File: config.mk
export PLATFORM = sky130hd
export DESIGN_NAME = trap_ctrl
export DESIGN_NICKNAME = d
export VERILOG_FILES = /design/src/rtl/trap_ctrl.sv
export SDC_FILE = /design/constraint.sdc
export NUM_CORES = 1
export LEC_CHECK = 0
export CAP_MARGIN = 10
export CORE_ASPECT_RATIO = 0.9
export CORE_MARGIN = 4
export CORE_UTILIZATION = 40
export DETAILED_ROUTE_END_ITERATION = 8
export GPL_TIMING_DRIVEN = 1
export HOLD_SLACK_MARGIN = 0.1
export PLACE_DENSITY = 0.88
export SETUP_SLACK_MARGIN = 0.5
export SYNTH_ARGS = -nofsm -noshare
export SYNTH_HDL_FRONTEND = slang
export SYNTH_SLANG_ARGS = --single-unit
File: constraint.sdc
create_clock -name clk -period 5.88 [get_ports clk]
set_clock_uncertainty 0.1 [all_clocks]
set_input_delay 0.588 -clock clk [delete_from_list [all_inputs] [get_ports clk]]
set_output_delay 0.588 -clock clk [all_outputs]
set_load 0.03 [all_outputs]
File: src/rtl/trap_ctrl.sv
// Trap sequencer: picks one synchronous exception or interrupt from the MEM stage,
// pulses the CSR file for one cycle, then flushes and redirects the PC.
// Optional macro IRQ_SYNC_EN adds a 2-flop synchroniser on ext_irq_i.
module trap_ctrl #(
  parameter int DATA_W    = 32,
  parameter int EXT_CAUSE = 11,
  parameter int TMR_CAUSE = 7
) (
  input  logic              clk,
  input  logic              rst,
  input  logic              inst_valid_i,
  input  logic [DATA_W-1:0] inst_addr_i,
  input  logic              exc_ecall_i,
  input  logic              exc_illegal_i,
  input  logic              exc_mret_i,
  input  logic              ext_irq_i,
  input  logic              timer_int_i,
  input  logic [DATA_W-1:0] mstatus_i,
  input  logic [DATA_W-1:0] mie_i,
  input  logic [DATA_W-1:0] mtvec_i,
  input  logic [DATA_W-1:0] mepc_i,
  output logic [31:0]       excepttype_o,
  output logic [DATA_W-1:0] current_inst_addr_o,
  output logic              stall_o,
  output logic              flush_o,
  output logic [DATA_W-1:0] new_pc_o,
  output logic              pc_we_o,
  output logic              busy_o
);

  localparam logic [31:0] CODE_EXT     = {1'b1, 31'(EXT_CAUSE)};
  localparam logic [31:0] CODE_TMR     = {1'b1, 31'(TMR_CAUSE)};
  localparam logic [31:0] CODE_ECALL   = 32'h0000_000B;
  localparam logic [31:0] CODE_ILLEGAL = 32'h0000_0002;
  localparam logic [31:0] CODE_MRET    = 32'h0000_000A;

  typedef enum logic [1:0] {
    IDLE   = 2'd0,
    CSR_WR = 2'd1,
    JUMP   = 2'd2
  } state_t;

  state_t            state, state_next;
  logic [31:0]       cause_q;
  logic [DATA_W-1:0] addr_q;
  logic [DATA_W-1:0] pc_hold_q;
  logic              irq_q;
  logic              ext_take, tmr_take;
  logic              take;
  logic [31:0]       cause_sel;
  logic [DATA_W-1:0] base, vec_off, target;
  logic              unused_csr_bits;

`ifdef IRQ_SYNC_EN
  logic irq_meta, irq_sync;

  always_ff @(posedge clk or posedge rst) begin
    if (rst) begin
      irq_meta <= 1'b0;
      irq_sync <= 1'b0;
    end else begin
      irq_meta <= ext_irq_i;
      irq_sync <= irq_meta;
    end
  end

  assign irq_q = irq_sync;
`else
  assign irq_q = ext_irq_i;
`endif

  assign ext_take = irq_q & mstatus_i[3] & mie_i[EXT_CAUSE];
  assign tmr_take = timer_int_i & mstatus_i[3] & mie_i[TMR_CAUSE];

  // Only the MIE bit and the two enable bits matter here.
  assign unused_csr_bits = ^{mstatus_i, mie_i};

  // Fixed priority: illegal > ecall > mret > external > timer; losers are dropped.
  always_comb begin
    take      = 1'b0;
    cause_sel = 32'h0;
    if (inst_valid_i) begin
      if (exc_illegal_i) begin
        take      = 1'b1;
        cause_sel = CODE_ILLEGAL;
      end else if (exc_ecall_i) begin
        take      = 1'b1;
        cause_sel = CODE_ECALL;
      end else if (exc_mret_i) begin
        take      = 1'b1;
        cause_sel = CODE_MRET;
      end else if (ext_take) begin
        take      = 1'b1;
        cause_sel = CODE_EXT;
      end else if (tmr_take) begin
        take      = 1'b1;
        cause_sel = CODE_TMR;
      end
    end
  end

  // Redirect target, evaluated with the CSR values seen during JUMP.
  always_comb begin
    base    = {mtvec_i[DATA_W-1:2], 2'b00};
    vec_off = DATA_W'(cause_q[30:0]) << 2;
    if (cause_q == CODE_MRET) begin
      target = mepc_i;
    end else if (cause_q[31] && (mtvec_i[1:0] == 2'b01)) begin
      target = base + vec_off;
    end else begin
      target = base;
    end
  end

  always_comb begin
    state_next   = state;
    excepttype_o = 32'h0;
    stall_o      = 1'b0;
    flush_o      = 1'b0;
    pc_we_o      = 1'b0;
    case (state)
      IDLE: begin
        if (take) state_next = CSR_WR;
      end
      CSR_WR: begin
        excepttype_o = cause_q;
        stall_o      = 1'b1;
        flush_o      = 1'b1;
        state_next   = JUMP;
      end
      JUMP: begin
        stall_o    = 1'b1;
        flush_o    = 1'b1;
        pc_we_o    = 1'b1;
        state_next = IDLE;
      end
      default: state_next = IDLE;
    endcase
  end

  assign busy_o              = (state != IDLE);
  assign current_inst_addr_o = addr_q;
  assign new_pc_o            = (state == JUMP) ? target : pc_hold_q;

  always_ff @(posedge clk or posedge rst) begin
    if (rst) begin
      state     <= IDLE;
      cause_q   <= 32'h0;
      addr_q    <= '0;
      pc_hold_q <= '0;
    end else begin
      state <= state_next;
      if (state == IDLE && take) begin
        cause_q <= cause_sel;
        addr_q  <= inst_addr_i;
      end
      if (state == JUMP) pc_hold_q <= target;
    end
  end

endmodule

==> run metrics, run 1 <==
cell count after synthesis 403; pre-CTS setup slack 1.29 ns; Clk Latency, worst-skew pair 0.34 ns; Final min period 4.58 ns; Max clock buf depth 2; share of cells above drive strength 1 11.1%; min-delay worst type reg2reg; drt drc 0; Synth Register Bits 71; WHS Path Cells 2; Chip Height 104 um; Die ar. 0.0119 mm^2; Setup CP Type in2out; fin crit share 77.9%; Hold Violations, Final 0; final core occ 63.4%; PortBufs 179; starting density of the core 41.6%; Detail Route Antenna Nets 0; CORE AREA 0.00983 mm^2; cell taking the most area after synthesis dfrtp_1; Final #Nets 752; Clock Tree Root clkbuf_16; clk sinks 71; Design Area, Final 0.00623 mm^2; worst r2r path cells 8; Slew HR 38.8%; initial antenna violation count 0; register area 0.00178 mm^2; status finished, final reports clean; CTS tree yes; Rows 34; RSZ-0062 raised after global routing no; multi-input logic area 0.00200 mm^2; GRT Overall Usage 20.7%; ys flop type dfrtp_1; vias in the first global route 4033; Syn. warnings 0; first-pass GRT wire length 19.7 mm; Iteration-0 DRC Markers 221; Cell variety after synth 48; Hold Buf Count CTS 0; # fillers 792; Ports 268; most common library cells after synthesis dfrtp_1 (71), mux2_2 (38), nand3_1 (33); worst-path maximum fanout 12; CTS H-tree depth 3; diode count 0; GP Congestion 0.859; WHS Endpoint pc_hold_q[22]; Worst Min Path Start pc_hold_q[22]; setup violators final 0; post-DR vias/cell 5.25; detailed-route wire length 12.3 mm; Num CTS Buffers 9; DRT Pass-1 Iters 5; largest net degree at the start of global routing 72; R2R Setup Slk 3.21 ns; peak supply drop 0.346 mV; Final Max Slew Viols 0; vias 3700; Post-synth EDFFs 0; most instantiated library cell after synthesis dfrtp_1; mapped cell area 0.00408 mm^2; area growth from synthesis to layout 52.5%; leak pwr 0.00255 uW; Crit Reg-Reg Endpoint pc_hold_q[22]; f_max 218 MHz; Seq/Total Area, Yosys 43.5%; max-capacitance violation count 0; Setup WS post-layout 1.30 ns; top post-synthesis cells by area dfrtp_1 (44%), mux2_2 (10%), buf_4 (5.1%); Worst-path clk slew 0.06 ns; TNS Setup 0 ns; Arrival @ worst endpoint 3.89 ns; DIE WIDTH 115 um; post-CTS setup buffer count 0; Critical R2R Launch cause_q[0]; Async SR Flop Fraction 100%; Worst setup SP type primary input; Synth top area share 43.5%; Synth Area per Inst 10.1 um^2; critical path capture point type output port; Power Density 576 mW/mm^2; PostCTS Resize Cnt 0; Worst EP required 5.19 ns; worst-margin pin slew 0.919 ns; gr ovfl total 0; routed len/inst 17.5 um; dpl cell area 0.00588 mm^2; HPWL after DPL 9.38 mm
## per-stage QoR
stage          hold slack [ns]  power [uW]  cells
2_1_floorplan            0.407        2120    429
3_3_place_gp             0.378        2900    689
3_5_place_dp             0.391        2970    689
4_1_cts                  0.407        3630    705
5_1_grt                  0.427        3790    705
6_report                 0.400        3590    705
## area by class of cell
type / instances / area share (%)
multi-input combinational: 278 / 32.1
timing repair buffer: 185 / 29.5
sequential: 71 / 28.5
clock buffer: 10 / 3.68
tap: 126 / 2.53
clock inverter: 6 / 1.87
inverter: 29 / 1.75
## cells in the final DEF, fill, tap and decap left out, types with 7 or more instances in the layout
master	n
o21ai_0	10
ha_1	8
xnor2_1	19
conb_1	27
clkbuf_16	9
dfrtp_1	71
o221ai_1	18
nor4_1	8
mux2_2	38
a31oi_1	7
nor2_1	8
nor3_1	9
inv_1	28
clkdlybuf4s50_1	179
nand2_1	15
a21oi_1	7
nand3_1	33
## sequential cells by signal, indices dropped and copies added (netlist names)
| signal | cells |
|---|---|
| current_inst_addr_o | 32 |
| pc_hold_q | 32 |
| cause_q | 5 |
| state | 2 |
## per-layer routing
layer / GRT usage, % / wire length [um] / part of all wire [%] / vias up
li1: - / - / - / 1743
met1: 22.9 / 4530 / 37 / 1746
met2: 34.7 / 6060 / 49 / 184
met3: 7.97 / 1440 / 12 / 27
met4: 9.92 / 316 / 2.6 / 0
met5: 0 / 0 / 0 / -
## worst max-delay path by stage
stage / from / to / cells past startpoint
2_1_floorplan: mtvec_i[3] / new_pc_o[13] / 7
3_3_place_gp: mtvec_i[2] / new_pc_o[22] / 10
3_5_place_dp: mtvec_i[2] / new_pc_o[22] / 10
4_1_cts: mtvec_i[2] / new_pc_o[22] / 10
5_1_grt: mtvec_i[2] / new_pc_o[22] / 10
6_report: mtvec_i[2] / new_pc_o[22] / 10
## logic make-up (layout without fill, tap and decap cells)
group / Yosys count / after routing / synth area share [%]
AOI/OAI and AO/OA: 57 / 57 / 9.96
xor gates and xnor gates: 20 / 20 / 4.29
adders and majority gates: 10 / 10 / 3.25
buffers and inverters: 80 / 230 / 9.93
DFF: 71 / 71 / 43.5
muxes: 44 / 44 / 11.9
other: 1 / 27 / 0.0918
and+or+nand+nor: 120 / 120 / 17.0
## worst max-delay path, stage by stage
cell and delay, ns:
clkdlybuf4s50_1 0.49, ha_1 0.22, fa_1 0.23, a21o_1 0.13, a21oi_1 0.06, buf_4 0.18, or4_1 0.63, or4b_1 0.50
nand4_1 0.13, clkdlybuf4s50_1 0.71
## power breakdown
part | total, uW | switching (uW) | internal, uW
clock | 637 | 219 | 418
sequential | 840 | 112 | 728
combinational | 2110 | 1240 | 875
total | 3590 | 1570 | 2020
Note: power is estimated with default switching activity, not from simulation.
==> inputs of run 2 (changes only) <==
--- a/config.mk
+++ b/config.mk
@@ -8,11 +8,11 @@
 export CAP_MARGIN = 10
 export CORE_ASPECT_RATIO = 0.9
 export CORE_MARGIN = 4
-export CORE_UTILIZATION = 40
+export CORE_UTILIZATION = 37
 export DETAILED_ROUTE_END_ITERATION = 8
 export GPL_TIMING_DRIVEN = 1
 export HOLD_SLACK_MARGIN = 0.1
-export PLACE_DENSITY = 0.88
+export PLACE_DENSITY = 0.82
 export SETUP_SLACK_MARGIN = 0.5
 export SYNTH_ARGS = -nofsm -noshare
 export SYNTH_HDL_FRONTEND = slang
==> constraint.sdc (replaced) <==
create_clock -name clk -period 4.6 [get_ports clk]
set_clock_uncertainty 0.1 [all_clocks]
set_input_delay 0.46 -clock clk [delete_from_list [all_inputs] [get_ports clk]]
set_output_delay 0.46 -clock clk [all_outputs]
set_load 0.03 [all_outputs]
==> run 2 against run 1 <==
Sequential power up 26%; worst setup slack got worse by 0.60 ns; clock power grew 1%; design area down 0.44%; first-iteration DRC count grew 11%; non-clock buffer count grew 2; critical endpoint is now new_pc_o[10]; highest routed layer unchanged.
==> run metrics, run 2 (same netlist as run 1, synthesis figures left out) <==
RSZ-0062 raised after global routing no (unchanged); first-pass GRT wire length 19.2 mm (was 19.7 mm); Die ar. 0.0128 mm^2 (was 0.0119 mm^2); Final #Nets 754 (was 752); final core occ 57.3% (was 63.4%); Setup CP Type in2out (unchanged); CTS H-tree depth 3 (unchanged); Iteration-0 DRC Markers 245 (was 221); Num CTS Buffers 9 (unchanged); worst-margin pin slew 0.658 ns (was 0.919 ns); routed len/inst 17.2 um (was 17.5 um); Detail Route Antenna Nets 0 (unchanged); status finished, final reports clean (unchanged); Worst-path clk slew 0.06 ns (about the same); min-delay worst type in2async (was reg2reg); post-CTS setup buffer count 0 (unchanged); most frequent cells in the layout clkdlybuf4s50_1 (171), dfrtp_1 (71), mux2_2 (38) (was clkdlybuf4s50_1 (179), dfrtp_1 (71), mux2_2 (38)); starting density of the core 37.8% (was 41.6%); Arrival @ worst endpoint 3.34 ns (was 3.89 ns); fin crit share 84.8%; leak pwr 0.00260 uW (was 0.00255 uW); PortBufs 179 (unchanged); worst-path maximum fanout 11 (was 12); largest net degree at the start of global routing 49 (was 72); Final Max Slew Viols 0 (unchanged); CTS tree yes (unchanged); Power Density 708 mW/mm^2 (was 576 mW/mm^2); diode count 0 (unchanged); TNS Setup 0 ns (unchanged); Hold Violations, Final 0 (unchanged); Final min period 3.90 ns; Slew HR 56.1% (was 38.8%); max-capacitance violation count 0 (unchanged); area growth from synthesis to layout 51.8% (was 52.5%); critical path capture point type output port (unchanged); DRT Pass-1 Iters 6 (was 5); DIE WIDTH 119 um (was 115 um); f_max 256 MHz; HPWL after DPL 9.31 mm (was 9.38 mm); Max clock buf depth 2 (unchanged); setup violators final 0 (unchanged); CORE AREA 0.0108 mm^2 (was 0.00983 mm^2); Power, Total 4390 uW (was 3590 uW); GRT Overall Usage 19.1% (was 20.7%); vias in the first global route 3820 (was 4033); # fillers 927 (was 792); drt drc 0 (unchanged); initial antenna violation count 0 (unchanged); Worst EP required 4.04 ns (was 5.19 ns); post-DR vias/cell 5.15 (was 5.25); GP Congestion 0.831 (was 0.859); commonest non-fill, non-tap cell in the layout clkdlybuf4s50_1 (unchanged); vias 3679 (was 3700); peak supply drop 0.469 mV (was 0.346 mV); Ports 268 (unchanged); Rows 36 (was 34); Worst setup SP type primary input (unchanged); Clock Tree Root clkbuf_16 (unchanged); share of cells above drive strength 1 11.5% (was 11.1%); clk sinks 71 (unchanged); Clk Latency, worst-skew pair 0.34 ns (about the same); gr ovfl total 0 (unchanged); Chip Height 108 um (was 104 um); detailed-route wire length 12.3 mm (about the same); Fin Hold WS 0.346 ns (was 0.400 ns)
## run 2: per-layer routing
metal,global-route usage (%),routed length (um)
met1,21.9,4730
met2,31.4,6040
met3,10.1,1400
met4,5.05,116
met5,0,0
## run 2: area by class of cell
cell class | instances | area [um^2] | share of cell area [%]
Clock buffer | 10 | 229 | 3.69
Clock inverter | 6 | 46.3 | 0.747
Sequential cell | 71 | 1780 | 28.7
Tap cell | 133 | 166 | 2.68
Timing Repair Buffer | 187 | 1870 | 30.1
Multi-Input combinational cell | 278 | 2000 | 32.3
Inverter | 29 | 110 | 1.78
## run 2: path summary, 6_finish.rpt
kind	from	to	slack, ns	cells past startpoint
min in group clk	pc_hold_q[22]	pc_hold_q[22]	0.39	2
hold / removal	rst	current_inst_addr_o[2]	0.35	2
setup reg to reg	cause_q[0]	pc_hold_q[22]	2.14	7
hold reg to reg	pc_hold_q[22]	pc_hold_q[22]	0.39	2
max in group asynchronous	rst	pc_hold_q[10]	3.04	3
setup / recovery	mtvec_i[2]	new_pc_o[10]	0.70	10
## run 2: repair_timing
| action | 4_1_cts | 5_1_grt |
|---|---|---|
| hold buffers | 0 | 0 |
| gates cloned | 0 | 0 |
| setup endpoints to repair | 1 | 8 |
| gates resized for setup | 1 | 8 |
## run 2: worst max-delay path, stage by stage
cell and delay, ns:
clkdlybuf4s50_1 0.49, ha_1 0.21, fa_1 0.23, a21o_1 0.13
a21oi_1 0.08, buf_4 0.20, nor4b_1 0.50, nand4b_1 0.17
o211ai_1 0.15, clkdlybuf4s50_1 0.71
## run 2: stage by stage
stage	cells	area (um^2)	setup WS, ns
after floorplan	429	4180	1.54
after detailed placement	698	5910	0.457
after global placement	698	5910	0.501
final	714	6200	0.700
after global routing	714	6200	0.505
after CTS	714	6180	0.635
## run 2: power breakdown
| group | internal [uW] | leakage [uW] | switching (uW) | total (uW) |
|---|---|---|---|---|
| sequential | 930 | 0.000856 | 131 | 1060 |
| clock | 367 | 0.000129 | 278 | 646 |
| combinational | 1110 | 0.00162 | 1570 | 2690 |
| total | 2410 | 0.00260 | 1980 | 4390 |
